[src/rtl/display_buf.sv]
// Transmit-side console buffer: 32-entry character FIFO written by the CPU
// output port and drained by an 8N1 UART transmitter onto the tx line.
module display_buf #(
  parameter int clk_freq  = 100_000_000,
  parameter int baud_rate = 115200
) (
  input  logic       clk,
  input  logic       reset,
  input  logic [6:0] write_data,
  input  logic       DSP_write_en,
  output logic       DSP_ready,
  output logic       buf_full,
  output logic       buf_empty,
  output logic [5:0] buf_count,
  output logic       tx,
  output logic       tx_busy
);

  localparam int CLKS_PER_BIT = clk_freq / baud_rate;
  localparam int CNT_W = (CLKS_PER_BIT > 1) ? $clog2(CLKS_PER_BIT) : 1;
  localparam logic [CNT_W-1:0] CNT_LAST = CNT_W'(CLKS_PER_BIT - 1);

  typedef enum logic [1:0] {IDLE, START, DATA, STOP} state_t;

  logic [6:0]       mem [32];
  logic [5:0]       wptr;
  logic [5:0]       rptr;
  logic             wr_acc;
  logic             pop;

  state_t           state;
  state_t           state_n;
  logic [CNT_W-1:0] cnt;
  logic [CNT_W-1:0] cnt_n;
  logic [2:0]       bit_idx;
  logic [2:0]       bit_idx_n;
  logic [7:0]       shift;
  logic [7:0]       shift_n;
  logic             tx_n;
  logic             last_tick;

  // Pointer MSB is the wrap bit: equal low bits with differing wrap bits means full.
  assign buf_count = wptr - rptr;
  assign buf_empty = (wptr == rptr);
  assign buf_full  = (wptr[4:0] == rptr[4:0]) && (wptr[5] != rptr[5]);
  assign DSP_ready = ~buf_full;
  assign tx_busy   = (state != IDLE);

  assign wr_acc    = DSP_write_en && !buf_full;
  assign last_tick = (cnt == CNT_LAST);

  always_ff @(posedge clk) begin
    if (wr_acc) begin
      mem[wptr[4:0]] <= write_data;
    end
  end

  always_ff @(posedge clk) begin
    if (reset) begin
      wptr <= 6'd0;
      rptr <= 6'd0;
    end else begin
      if (wr_acc) begin
        wptr <= wptr + 6'd1;
      end
      if (pop) begin
        rptr <= rptr + 6'd1;
      end
    end
  end

  always_ff @(posedge clk) begin
    if (reset) begin
      state   <= IDLE;
      cnt     <= '0;
      bit_idx <= 3'd0;
      tx      <= 1'b1;
    end else begin
      state   <= state_n;
      cnt     <= cnt_n;
      bit_idx <= bit_idx_n;
      tx      <= tx_n;
    end
  end

  always_ff @(posedge clk) begin
    shift <= shift_n;
  end

  // tx_n is the line level for the state being entered, so tx stays a clean register.
  always_comb begin
    state_n   = state;
    cnt_n     = cnt;
    bit_idx_n = bit_idx;
    shift_n   = shift;
    tx_n      = tx;
    pop       = 1'b0;
    case (state)
      IDLE: begin
        tx_n      = 1'b1;
        cnt_n     = '0;
        bit_idx_n = 3'd0;
        if (!buf_empty) begin
          pop     = 1'b1;
          shift_n = {1'b0, mem[rptr[4:0]]};
          state_n = START;
          tx_n    = 1'b0;
        end
      end
      START: begin
        if (last_tick) begin
          cnt_n   = '0;
          state_n = DATA;
          tx_n    = shift[0];
        end else begin
          cnt_n = cnt + 1'b1;
        end
      end
      DATA: begin
        if (last_tick) begin
          cnt_n   = '0;
          shift_n = {1'b0, shift[7:1]};
          if (bit_idx == 3'd7) begin
            bit_idx_n = 3'd0;
            state_n   = STOP;
            tx_n      = 1'b1;
          end else begin
            bit_idx_n = bit_idx + 3'd1;
            tx_n      = shift[1];
          end
        end else begin
          cnt_n = cnt + 1'b1;
        end
      end
      STOP: begin
        tx_n = 1'b1;
        if (last_tick) begin
          cnt_n   = '0;
          state_n = IDLE;
        end else begin
          cnt_n = cnt + 1'b1;
        end
      end
      default: begin
        state_n = IDLE;
        tx_n    = 1'b1;
        cnt_n   = '0;
      end
    endcase
  end

endmodule

[config.mk]
export PLATFORM = sky130hd
export DESIGN_NAME = display_buf
export DESIGN_NICKNAME = d
export VERILOG_FILES = /design/src/rtl/display_buf.sv
export SDC_FILE = /design/constraint.sdc
export NUM_CORES = 1
export LEC_CHECK = 0
export ABC_AREA = 1
export BUFFER_PORTS_ARGS = -buffer_cell sky130_fd_sc_hd__buf_2
export CAP_MARGIN = 5
export CORE_MARGIN = 3
export CORE_UTILIZATION = 45
export CTS_CLUSTER_SIZE = 30
export DETAILED_ROUTE_END_ITERATION = 16
export PLACE_DENSITY = 0.69
export SYNTH_ARGS = -nofsm -noshare
export SYNTH_HDL_FRONTEND = slang
export SYNTH_SLANG_ARGS = --single-unit
[constraint.sdc]
create_clock -name clk -period 2.85 [get_ports clk]
set_clock_uncertainty 0.15 [all_clocks]
set_input_delay 0.285 -clock clk [delete_from_list [all_inputs] [get_ports clk]]
set_output_delay 0.285 -clock clk [all_outputs]
set_load 0.05 [all_outputs]
==> results_dict.tcl <==
set metrics [dict create \
    path_clk_slew_ns 0.06 \
    design_area_um2 12620 \
    critPathArrivalTime_ns 2.31 \
    cts_buffers 27 \
    grt_pass1_vias 7239 \
    htreeDepth 1 \
    vdd_drop_max_mv 0.7895 \
    diodes 0 \
    crit_path_top_delay_cell "dfxtp_1" \
    place_hpwl_um 15440 \
    grt_max_degree 113 \
    nNetsFinal 1088 \
    cp_max_fo 5 \
    tightest_slew_ns 0.7991 \
    drv_slew 0 \
    synth_nets 1069 \
    io_buffers 20 \
    clockBufferDepth 3 \
    yosys.area.top_type_share_pct 61.18 \
    wire_per_inst_um 17.77 \
    insertion_delay_ns 0.52 \
    antenna_found_initial 0 \
    vias_per_cell 5.263 \
    maxCapViolCount 0 \
    endpoint_kind "output pin" \
    multiInputGateArea_um2 3253 \
    cts_tree "built" \
    crit_family "adder cells" \
    start_util_pct 46.22 \
    synthCells 1040 \
    worstSetupPathType "reg2out" \
    rows 57 \
    drc 0 \
    final_antenna_net_count 0 \
    globalplace.congestion 0.8361 \
    via_count 7384 \
    synth_area_leader_cell "edfxtp_1" \
    grt-ovfl-total 0 \
    status "complete, no violations" \
    ioPinCount 21 \
    root_buffer "clkbuf_16" \
    grt_setup_unrepaired "false" \
    cp-start-kind "flip-flop" \
    power_density_nw_per_um2 885.1 \
    fillers 2180 \
    wl_um 24940 \
    seqCellArea_um2 7604 \
    fin_setup_tns_ns 0 \
    finalHoldViolCount 0 \
    dieArea_um2 27140 \
    drtIter0Drc 803 \
    cp_slowest_stage_delay_ns 0.41 \
    min_period_ns 2.746 \
    core_area_um2 24530 \
    drive_gt1_share_pct 10.10 \
    crit_buf_inv 2 \
    syn_area_um2 11340 \
    synth_seq_cells 264 \
    synthToLayoutAreaGrowth_pct 11.28 \
    grt_pass1_wl_um 39610 \
    hp-class "in2reg" \
    grt_usage_pct 19.06 \
    yosysSeqAreaShare_pct 67.01 \
    drtPass1Iterations 5 \
    critPathRequiredTime_ns 2.41 \
    synth.distinct_cells 44 \
    worstPathCellList "inv_1 -> ha_1 -> fa_1 -> o21ai_1 -> xor2_1 -> buf_4" \
    die_w_um 164.7 \
    finalCritPeriodShare_pct 96.36 \
    synth-warning-count 0 \
    ys_top_cells_by_area "edfxtp_1 (61%), nand2_1 (11%), nand3_1 (8.5%)" \
    max-slew-margin-rel_pct 46.73 \
    r2r_slack_ns 0.16 \
    die_h_um 164.7 \
    postCtsSetupRepairBufs 0 \
    post_dp_cell_area_um2 11720 \
    finalPower_w 0.01117 \
    fmax_mhz 364.1 \
    cts_sinks 264 \
    syn_avg_cell_area_um2 10.90 \
    leakage_nw 4.632 \
    fin_util_pct 51.43 \
    setup_viol 0 \
]
[path summary, 6_finish.rpt]
kind                  from            to  depth (start not counted)
max                wptr[0]  buf_count[4]                          6
min          write_data[5]    mem[18][5]                          1
max reg2reg        wptr[0]     mem[2][5]                          9
min reg2reg         cnt[0]        cnt[0]                          1
[Yosys cell counts, drive strengths merged]
master	n
nor3b	1
o22ai	1
or2	2
fa	1
nand3	197
o21a	1
inv	45
xnor2	3
nand2	336
o211ai	1
clkinv	2
buf	42
edfxtp	231
a21oi	27
clkbuf	6
o21ai	16
ha	18
nor2	53
xor2	6
dfxtp	33
o21bai	2
nand4	4
o311ai	1
nor3	10
and2	1
[cell families after synthesis]
group                      synth area share, %
adders and majority gates                2.163
DFF                                      67.01
AOI/OAI and AO/OA                        2.461
xor gates and xnor gates                0.7615
buffers and inverters                    4.326
and+or+nand+nor                          23.28
[worst reg2reg max path, delay by kind of cell, from the launching register on]
family,cells,cell delay (ns)
fa+ha+maj,1,0.31
simple gates,5,1.10
buf+inv,3,0.35
flops,1,0.41
[flip-flops by register name (all words and copies together) (netlist names), named ones only]
signal / cells
tx: 1
cnt: 10
state: 2
rptr: 6
wptr: 6
bit_idx: 3
shift: 7
mem: 224
[where the power goes]
group	leakage (nW)	internal [W]	switching, W	total, W
clock network	0.413	0.00199	0.00138	0.00337
registers	2.36	0.00440	0.000102	0.00450
logic	1.86	0.000957	0.00234	0.00330
[cell type report]
class	count	share of cell area (%)
tap	324	3.213
clock inverter	11	0.7438
multi-input combinational	681	25.78
inverter	47	1.497
timing repair buffer	38	2.340
clock buffer	38	6.158
sequential	264	60.26
[routing by layer]
metal / GRT usage, % / up-vias / part of all wire, %
li1: - / 3611 / -
met1: 25.85 / 3482 / 42
met2: 32.39 / 250 / 49
met3: 2.784 / 41 / 6.4
met4: 4.918 / 0 / 2.3
met5: 0 / - / 0
[layout by cell type, fill, tap and decap left out, drive strengths merged, types with 3 or more instances in the layout]
cell type	instances
nand2	336
edfxtp	231
nand3	197
nor2	53
inv	45
clkbuf	38
buf	36
dfxtp	33
a21oi	27
ha	18
o21ai	16
nor3	10
clkinv	8
xor2	6
nand4	4
clkinvlp	4
xnor2	3
[metrics by stage]
step	hold slack, ns	cells	worst slack, ns
after CTS	0.2313	1403	0.02449
final	0.2379	1403	0.1038
after global routing	0.2436	1403	0.006485
after detailed placement	0.2980	1352	0.1709
after global placement	0.2927	1352	0.2309
after floorplan	0.2339	1040	0.1885
[what timing repair did]
action | 4_1_cts | 5_1_grt
endpoints found under the hold margin | 8 | 0
gates resized for setup | 1 | 6
setup endpoints to repair | 1 | 9
hold buffers | 2 | 0
(Power assumes the default switching activity.)
